$ cat src/rtl/button_step_counter_pkg.sv
// Shared types and elaboration-time helpers for the debounced up/down step counter.
package button_step_counter_pkg;

    typedef enum logic [1:0] {
        ST_IDLE,
        ST_HOLD,
        ST_REPEAT
    } hold_state_t;

    // Number of bits needed to represent values 0..value-1.
    function automatic int clog2(input int value);
        int result = 0;
        for (int i = 0; i < 31; i++) begin
            if ((longint'(1) << i) < longint'(value)) begin
                result = i + 1;
            end
        end
        return result;
    endfunction

    function automatic int tick_div(input int clk_hz, input int tick_hz);
        return clk_hz / tick_hz;
    endfunction

    function automatic int tick_cnt_width(input int clk_hz, input int tick_hz);
        int w;
        w = clog2(tick_div(clk_hz, tick_hz));
        return (w < 1) ? 1 : w;
    endfunction

endpackage

$ cat src/rtl/button_step_counter_if.sv
// Button inputs and counter/LED/debug outputs of the step counter, bundled for port use.
interface button_step_counter_if #(
    parameter int WIDTH = 8
);
    logic             btn_up_n;
    logic             btn_down_n;
    logic             btn_clr_n;
    logic [WIDTH-1:0] count;
    logic [WIDTH-1:0] led;
    logic             tick;
    logic             step;

    modport master (
        output btn_up_n, btn_down_n, btn_clr_n,
        input  count, led, tick, step
    );

    modport slave (
        input  btn_up_n, btn_down_n, btn_clr_n,
        output count, led, tick, step
    );
endinterface

$ cat src/rtl/button_step_counter_hold_repeat_fsm.sv
// Per-button press/hold/auto-repeat state machine, advanced only on sampling ticks.
module hold_repeat_fsm
    import button_step_counter_pkg::*;
#(
    parameter int REPEAT_DELAY = 7
) (
    input  logic clk,
    input  logic rst,
    input  logic i_tick,
    input  logic i_pressed,
    output logic o_req
);
    localparam int HOLD_W = clog2(REPEAT_DELAY + 1);
    localparam logic [HOLD_W-1:0] HOLD_LAST = HOLD_W'(REPEAT_DELAY);

    hold_state_t       r_state;
    logic [HOLD_W-1:0] r_hold;

    // The request is combinational so the count moves on the edge that ends the tick cycle.
    assign o_req = i_tick & i_pressed & ((r_state == ST_IDLE) || (r_state == ST_REPEAT));

    always_ff @(posedge clk or posedge rst) begin
        if (rst) begin
            r_state <= ST_IDLE;
            r_hold  <= '0;
        end else if (i_tick) begin
            case (r_state)
                ST_IDLE: begin
                    if (i_pressed) begin
                        r_state <= ST_HOLD;
                        r_hold  <= HOLD_W'(1);
                    end
                end
                ST_HOLD: begin
                    if (!i_pressed) begin
                        r_state <= ST_IDLE;
                        r_hold  <= '0;
                    end else if (r_hold == HOLD_LAST) begin
                        r_state <= ST_REPEAT;
                    end else begin
                        r_hold <= r_hold + 1'b1;
                    end
                end
                ST_REPEAT: begin
                    if (!i_pressed) begin
                        r_state <= ST_IDLE;
                        r_hold  <= '0;
                    end
                end
                default: begin
                    r_state <= ST_IDLE;
                    r_hold  <= '0;
                end
            endcase
        end
    end
endmodule

$ cat src/rtl/button_step_counter.sv
// Up/down/clear push-button counter with tick-sampled debounce, hold-to-repeat and active-low LEDs.
module button_step_counter
    import button_step_counter_pkg::*;
#(
    parameter int CLK_HZ       = 50000000,
    parameter int TICK_HZ      = 12,
    parameter int WIDTH        = 8,
    parameter int REPEAT_DELAY = 7,
    parameter int SATURATE     = 0
) (
    input  logic                  clk_50mhz,
    input  logic                  rst,
    button_step_counter_if.slave  bus
);
    localparam int TICK_DIV = tick_div(CLK_HZ, TICK_HZ);
    localparam int DIV_W    = tick_cnt_width(CLK_HZ, TICK_HZ);
    localparam logic [DIV_W-1:0] DIV_LAST = DIV_W'(TICK_DIV - 1);
    localparam logic [WIDTH-1:0] CNT_MAX  = '1;

    logic [2:0]       r_sync_meta;
    logic [2:0]       r_sync;
    logic [DIV_W-1:0] r_div;
    logic             r_tick;
    logic [WIDTH-1:0] r_count;
    logic [WIDTH-1:0] w_count_next;
    logic             r_step;
    logic             w_up_pressed;
    logic             w_dn_pressed;
    logic             w_clr_pressed;
    logic             w_req_up;
    logic             w_req_dn;

    // Bit order {clear, down, up}; released (1) is the idle value.
    always_ff @(posedge clk_50mhz or posedge rst) begin
        if (rst) begin
            r_sync_meta <= 3'b111;
            r_sync      <= 3'b111;
        end else begin
            r_sync_meta <= {bus.btn_clr_n, bus.btn_down_n, bus.btn_up_n};
            r_sync      <= r_sync_meta;
        end
    end

    assign w_up_pressed  = ~r_sync[0];
    assign w_dn_pressed  = ~r_sync[1];
    assign w_clr_pressed = ~r_sync[2];

    always_ff @(posedge clk_50mhz or posedge rst) begin
        if (rst) begin
            r_div  <= '0;
            r_tick <= 1'b0;
        end else begin
            r_tick <= (r_div == DIV_LAST);
            r_div  <= (r_div == DIV_LAST) ? '0 : r_div + 1'b1;
        end
    end

    hold_repeat_fsm #(.REPEAT_DELAY(REPEAT_DELAY)) u_up_fsm (
        .clk       (clk_50mhz),
        .rst       (rst),
        .i_tick    (r_tick),
        .i_pressed (w_up_pressed),
        .o_req     (w_req_up)
    );

    hold_repeat_fsm #(.REPEAT_DELAY(REPEAT_DELAY)) u_dn_fsm (
        .clk       (clk_50mhz),
        .rst       (rst),
        .i_tick    (r_tick),
        .i_pressed (w_dn_pressed),
        .o_req     (w_req_dn)
    );

    // Clear beats everything; opposing requests cancel; a clamped request leaves the count alone.
    always_comb begin
        w_count_next = r_count;
        if (r_tick && w_clr_pressed) begin
            w_count_next = '0;
        end else if (w_req_up && !w_req_dn) begin
            if (!((SATURATE != 0) && (r_count == CNT_MAX))) begin
                w_count_next = r_count + 1'b1;
            end
        end else if (w_req_dn && !w_req_up) begin
            if (!((SATURATE != 0) && (r_count == '0))) begin
                w_count_next = r_count - 1'b1;
            end
        end
    end

    always_ff @(posedge clk_50mhz or posedge rst) begin
        if (rst) begin
            r_count <= '0;
            r_step  <= 1'b0;
        end else begin
            r_count <= w_count_next;
            r_step  <= (w_count_next != r_count);
        end
    end

    assign bus.count = r_count;
    assign bus.led   = ~r_count;
    assign bus.tick  = r_tick;
    assign bus.step  = r_step;
endmodule

$ cat src/flat_wrapper.sv
// flat-port wrapper written by rule: the top's interface ports become plain ports
module button_step_counter_flat import button_step_counter_pkg::*;
#(
    parameter int CLK_HZ       = 50000000,
    parameter int TICK_HZ      = 12,
    parameter int WIDTH        = 8,
    parameter int REPEAT_DELAY = 7,
    parameter int SATURATE     = 0
)
  (clk_50mhz, rst, bus_btn_up_n, bus_btn_down_n, bus_btn_clr_n, bus_count, bus_led, bus_tick, bus_step);
  button_step_counter_if #(.WIDTH(WIDTH)) bus_i ();
  input  logic clk_50mhz;
  input  logic rst;
  input wire logic [$bits(bus_i.btn_up_n)-1:0] bus_btn_up_n;
  input wire logic [$bits(bus_i.btn_down_n)-1:0] bus_btn_down_n;
  input wire logic [$bits(bus_i.btn_clr_n)-1:0] bus_btn_clr_n;
  output wire logic [$bits(bus_i.count)-1:0] bus_count;
  output wire logic [$bits(bus_i.led)-1:0] bus_led;
  output wire logic [$bits(bus_i.tick)-1:0] bus_tick;
  output wire logic [$bits(bus_i.step)-1:0] bus_step;
  assign bus_i.btn_up_n = bus_btn_up_n;
  assign bus_i.btn_down_n = bus_btn_down_n;
  assign bus_i.btn_clr_n = bus_btn_clr_n;
  assign bus_count = bus_i.count;
  assign bus_led = bus_i.led;
  assign bus_tick = bus_i.tick;
  assign bus_step = bus_i.step;
  button_step_counter #(.CLK_HZ(CLK_HZ), .TICK_HZ(TICK_HZ), .WIDTH(WIDTH), .REPEAT_DELAY(REPEAT_DELAY), .SATURATE(SATURATE)) u_core (.clk_50mhz(clk_50mhz), .rst(rst), .bus(bus_i));
endmodule
$ cat config.mk
export PLATFORM = sky130hd
export DESIGN_NAME = button_step_counter_flat
export DESIGN_NICKNAME = d
export VERILOG_FILES = /design/src/rtl/button_step_counter_pkg.sv /design/src/rtl/button_step_counter_if.sv /design/src/rtl/button_step_counter_hold_repeat_fsm.sv /design/src/rtl/button_step_counter.sv /design/src/flat_wrapper.sv
export SDC_FILE = /design/constraint.sdc
export NUM_CORES = 1
export LEC_CHECK = 0
export ABC_CLOCK_PERIOD_IN_PS = 2360
export BUFFER_PORTS_ARGS = -buffer_cell sky130_fd_sc_hd__buf_4
export CAP_MARGIN = 15
export CORE_MARGIN = 2
export CORE_UTILIZATION = 59
export DETAILED_ROUTE_END_ITERATION = 12
export PLACE_DENSITY = 0.84
export SLEW_MARGIN = 20
export SYNTH_ARGS = -nofsm -noshare
export SYNTH_HDL_FRONTEND = slang
export SYNTH_HIERARCHICAL = 1
export SYNTH_SLANG_ARGS = --single-unit
$ cat constraint.sdc
create_clock -name clk_50mhz -period 2.36 [get_ports clk_50mhz]
set_input_delay 0 -clock clk_50mhz [delete_from_list [all_inputs] [get_ports clk_50mhz]]
set_output_delay 0 -clock clk_50mhz [all_outputs]
set_load 0.005 [all_outputs]
; Word-level counts from Yosys, hierarchy flattened
; Index checks and enable logic that the tools add are counted.
[totals]
wordCells = 76
register_bits = 48
[op_classes]
n_reduce_logical = 13
n_bitwise = 8
mux = 24
eq_ne = 16
add_sub_neg = 5
[ops]
columns = cell, n
row1 = $mux 3, 8
row2 = $mux 8, 3
row3 = $add 22x1->22 const B, 1
row4 = $eq 22x22->1 const B, 1
row5 = $mux 22, 1
row6 = $pmux 3 s3, 2
row7 = $mux 2, 8
row8 = $reduce_and 4->1, 4
row9 = $ne 3x2->1 const B, 4
row10 = $pmux 2 s3, 2
row11 = $add 8x1->8 const B, 1
row12 = $ne 8x8->1, 1
row13 = $not 8->8, 1
row14 = $sub 8x1->8 const B, 1
row15 = $add 3x1->3 const B, 2
row16 = $eq 3x3->1 const B, 2
row17 = $and 1x1->1, 4
row18 = $eq 2x1->1 const B, 2
row19 = $eq 2x2->1 const B, 2
row20 = $logic_not 2->1, 2
row21 = $ne 2x1->1 const B, 2
row22 = $ne 2x2->1 const B, 2
row23 = $logic_and 1x1->1, 3
row24 = $not 1->1, 3
row25 = 2 further kinds, 4

; Longest topological paths before layout
[depth]
depth_word = 9
depth_mapped = 7
ltp_nobuf = 6

; By module
; Netlist, hierarchy kept.
[by_module_without_submodules]
columns = mod, seq_area_each_um2, instances, cells_each, area_per_inst_um2
row1 = button_step_counter, 958.4, 1, 188, 1876.8
row2 = hold_repeat_fsm, 125.1, 2, 29, 304.0

; Worst setup path before layout
; No wires, ideal clock.
[synth_path]
kind = flip-flop to flip-flop
from = register u_core.r_tick, in the netlist u_core/bus.tick
to = register u_core.r_count[7], in the netlist u_core/bus.count[7]
path_slack_ps = 521
stages_incl_launch_ff = 7
arrival_ps = 1720
period_less_slack_ps = 1839
required_time_ps = 2241
path_cell_list = dfrtp_1 -> and3_2 -> clkbuf_1 -> and4b_1 -> nand4_1 -> and3_1 -> o21a_1
[synth_between]
elab_chain_len = 7
elab_cells_between_ends = 12
classes_between = 3 x mux / 4 x bitwise / 5 x reduce/logical
[synth_rtl]
columns = item, line_no
row1 = from (decl), button_step_counter.sv:23  ; logic r_tick;
row2 = from (signal assigned), button_step_counter.sv:53  ; r_tick <= (r_div == DIV_LAST);
row3 = $and 1x1->1 * (2 in series), button_step_counter_hold_repeat_fsm.sv:20  ; assign o_req = i_tick & i_pressed & ((r_state == ST_IDLE) || (r_state == ST_REPEAT));
row4 = net u_core.w_req_up, button_step_counter.sv:30  ; logic w_req_up;
row5 = $logic_not 1->1, button_step_counter.sv:83  ; end else if (w_req_dn && !w_req_up) begin
row6 = $logic_and 1x1->1, button_step_counter.sv:83
row7 = $mux 8, button_step_counter.sv:83
row8 = $mux 8 *, button_step_counter.sv:79  ; end else if (w_req_up && !w_req_dn) begin
row9 = $mux 8 *, button_step_counter.sv:77  ; if (r_tick && w_clr_pressed) begin
row10 = net u_core.w_count_next[7], button_step_counter.sv:25  ; logic [WIDTH-1:0] w_count_next;
row11 = to (signal assigned), button_step_counter.sv:95  ; r_count <= w_count_next;
row12 = to (decl), button_step_counter.sv:24  ; logic [WIDTH-1:0] r_count;
; Mark *: on every way through the listed nets, which the timed path passes. The rest lies on a longest branch.
; A chain may end at the register's enable or synchronous reset.

; Final worst setup path
[layout_path]
from = register u_core.r_div[0]
to = register u_core.r_div[18]
[layout_between]
elab_chain_len = 2
elab_cells_between_ends = 3
classes_between = 1 x add/sub / 1 x eq/ne / 1 x mux
[layout_rtl]
columns = item, line_no
row1 = from (decl), button_step_counter.sv:22  ; logic [DIV_W-1:0] r_div;
row2 = from (signal assigned), button_step_counter.sv:54  ; r_div <= (r_div == DIV_LAST) ? '0 : r_div + 1'b1;
row3 = $add 22x1->22 or $eq 22x22->1 (tied branches), button_step_counter.sv:54
row4 = $mux 22 *, button_step_counter.sv:54
; Mark *: on every way between the ends. The rest lies on a longest branch, timed or not.

==> flow_metrics.py <==
metrics = {
    "clock_tree": {
        "numClockSinks": 48,
        "cts_root_buf": "clkbuf_8",
        "cts_max_level": 2,
        "cts_setup_buffers": 0,
        "tritoncts": "yes",
        "ctsResizeCount": 0,
        "clk_transition_reported_paths_ps": 90,
        "cts_made_buffers": 5,
        "clk_path_buf_depth": 2,
        "clock_latency_ps": 300,
    },
    "sta": {
        "clock_skew_ps": 6.27,
        "clock.fmax_ghz": 0.519,
        "post-route-period-util": 0.816,
        "slew_headroom": 0.448,
        "finalCriticalPeriod_ps": 1930,
        "setup_violations": 0,
        "fin_ws_ps": 435,
        "tns_ps": 0,
        "finalHoldViolCount": 0,
        "worst_pin_slew_ps": 821,
        "finalMaxSlewViolations": 0,
        "rsz0062_at_grt": "no",
    },
    "yosys": {
        "synth_top_area_frac": 0.423,
        "synth-seq-area-share": 0.486,
        "synth-edff-count": 0,
        "yosysMostFrequentCell": "dfrtp_1",
        "synth_common_cells": "42 x dfrtp_1, 23 x inv_1, 21 x nor2_1",
        "synth_cell_type_count": 47,
        "yosys_warnings": 6,
        "syn_area_per_cell_sq_um": 10.1,
        "synth_flop_cell": "dfrtp_1",
        "ys_ff_latch": 48,
        "async_flop_share": 1.00,
        "netlist_area_sq_um": 2480,
        "synthCells": 246,
        "syn_nets": 259,
        "synthTopCellsByArea": "dfrtp_1 42%, dfstp_2 6.3%, ha_1 4.0%, xor2_1 3.5%, inv_1 3.5%",
        "synth.largest_area_cell": "dfrtp_1",
    },
    "placement": {
        "hpwl_mm": 3.42,
        "port_buffers": 22,
        "dp_slack_ps": 461,
        "globalplace.congestion": 0.867,
    },
    "setup_path": {
        "cp_top_family": "simple AND/OR/NAND/NOR gates",
        "crit_fanout": 5,
        "path_cells": "ha_1 > nand4_1 > or4_1 > o221ai_1 > o31ai_1",
        "startpoint_type": "flip-flop",
        "cp_slowest_cell": "or4_1",
        "critPathRequiredTime_ps": 2540,
        "max_stage_delay_ps": 640,
        "crit_buf_inv": 0,
        "worstSetupPathType": "reg -> reg",
        "end_kind": "flip-flop",
        "critPathArrivalTime_ps": 2110,
    },
    "power": {
        "intPower_w": 0.00105,
        "p_comb_frac": 0.027,
        "switching_power_w": 0.000300,
        "peakVddDrop_mv": 0.289,
        "seq_power_share": 0.615,
        "power_density_nw_per_um2": 476,
        "p_sw_frac": 0.222,
        "power_leakage_nw": 1.34,
        "clockPowerShare": 0.358,
    },
    "floorplanning": {
        "start_util": 0.617,
        "dieWidth_um": 68.9,
        "row_count": 23,
        "die_area_sq_um": 4750,
        "ioPinCount": 23,
        "core_area_sq_um": 4030,
        "die-height_um": 68.9,
    },
    "layout": {
        "multi_input_area_sq_um": 1180,
        "area_growth_pct": 14.4,
        "num-fill-cells": 298,
        "fin_nets": 290,
        "diodes": 0,
        "post_route_cells_drive_above_1_share": 0.176,
        "regArea_sq_um": 1210,
    },
    "global_routing": {
        "grt_antenna_before_repair": 0,
        "grt_pass1_vias": 1833,
        "grt_max_degree": 31,
        "globalRouteOverflowTotal": 0,
        "grt_first_pass_wirelength_mm": 7.91,
        "grt_use_total": 0.226,
    },
    "detailed_routing": {
        "dr_total_vias": 1941,
        "viasPerCell": 5.92,
        "drc_errors": 0,
        "drt_iter0_markers": 103,
        "final_antenna_net_count": 0,
        "drt_pre_antenna_iters": 4,
        "routed_wl_mm": 4.65,
        "wl_per_cell_um": 14.2,
    },
    "status": {
        "outcome": "finished clean",
    },
    "worst_hold_path": {
        "hold_class": "in -> async",
    },
    "flow_run": {
        "max_cap_viol_count": 0,
    },
}
kinds of logic (layout without fill, tap and decap cells):
group / after synthesis / after routing / synth area share
buf+inv: 26 / 58 / 0.0393
fa+ha+maj: 8 / 8 / 0.0403
simple gates: 104 / 104 / 0.247
flops: 48 / 48 / 0.486
xor+xnor: 18 / 18 / 0.0634
mux: 8 / 8 / 0.0352
compound gates: 34 / 34 / 0.0886
worst paths after layout:
check	cells after the start	start	slack (ps)	end
setup / recovery	5	u_core/r_div[0]$_DFF_PP0_	430	u_core/r_div[18]$_DFF_PP0_
max in group asynchronous	4	rst	1400	u_core/r_sync_meta[1]$_DFF_PP1_
setup reg to reg	5	u_core/r_div[0]$_DFF_PP0_	430	u_core/r_div[18]$_DFF_PP0_
min in group clk_50mhz	2	bus_btn_clr_n	350	u_core/r_sync_meta[2]$_DFF_PP1_
hold / removal	3	rst	140	u_core/u_up_fsm/r_hold[1]$_DFFE_PP0P_
hold reg to reg	0	u_core/r_sync_meta[1]$_DFF_PP1_	360	u_core/r_sync[1]$_DFF_PP1_
registers in the layout (all words and copies together) (netlist names):
signal                   count
u_core/r_div                22
u_core/bus.count             8
u_core/r_sync                3
u_core/r_sync_meta           3
u_core/u_dn_fsm/r_hold       3
u_core/u_up_fsm/r_hold       3
u_core/u_dn_fsm/r_state      2
u_core/u_up_fsm/r_state      2
u_core/bus.step              1
u_core/bus.tick              1
power by group through the flow:
stage	Combinational [W]	Sequential [W]	Clock (W)
finish	0.0000361	0.000832	0.000485
global route	0.0000427	0.000833	0.000531
CTS	0.0000373	0.000833	0.000506
detailed placement	0.0000321	0.000849	0
global placement	0.0000311	0.000848	0
floorplan	0.0000187	0.000848	0
timing repair:
item,4_1_cts,5_1_grt
hold endpoints to repair,21,0
endpoints found under the setup margin,0,0
hold buffers,4,0
per-layer routing:
metal | up-vias | global-route usage | routed length, um
met1 | 950 | 0.273 | 2040
met5 | - | 0 | 0
met3 | 7 | 0.0552 | 229
met4 | 0 | 0.0980 | 40
li1 | 937 | - | -
met2 | 47 | 0.386 | 2340
metrics by stage:
step                total power (W)  instances  utilization  area, sq um  hold slack [ps]
finish                      0.00135        328        0.705         2840              143
detailed placement         0.000881        316        0.672         2710            -71.0
CTS                         0.00138        328        0.705         2840              150
floorplan                  0.000867        246            -         2480             -221
global route                0.00141        328        0.705         2840              175
global placement           0.000879        316        0.672         2710            -74.2
tightest hold or removal path: stages:
cell and delay [ps]:
dlygate4sd3_1 530, buf_4 140, inv_1 150
cells in the final DEF (no fill, tap or decap), types with 4 or more instances in the layout:
cell,n
and3_1,7
dlygate4sd3_1,4
nand3_1,9
a21oi_1,8
and3_2,6
dfstp_2,6
o21ai_0,9
dfrtp_1,42
nand2_1,9
a31oi_1,4
clkbuf_8,5
nor4_1,4
nor2_1,21
nor2b_1,7
nand4_1,13
buf_4,23
inv_1,23
ha_1,8
xor2_1,10
nor3_1,6
mux2_1,6
xnor2_1,8
area by class of cell:
class | count | area share
timing repair buffer | 27 | 0.0749
tap | 50 | 0.0220
clock buffer | 5 | 0.0242
sequential | 48 | 0.425
multi-input combinational | 172 | 0.415
inverter | 23 | 0.0304
clock inverter | 3 | 0.00837
(Power assumes the default switching activity.)
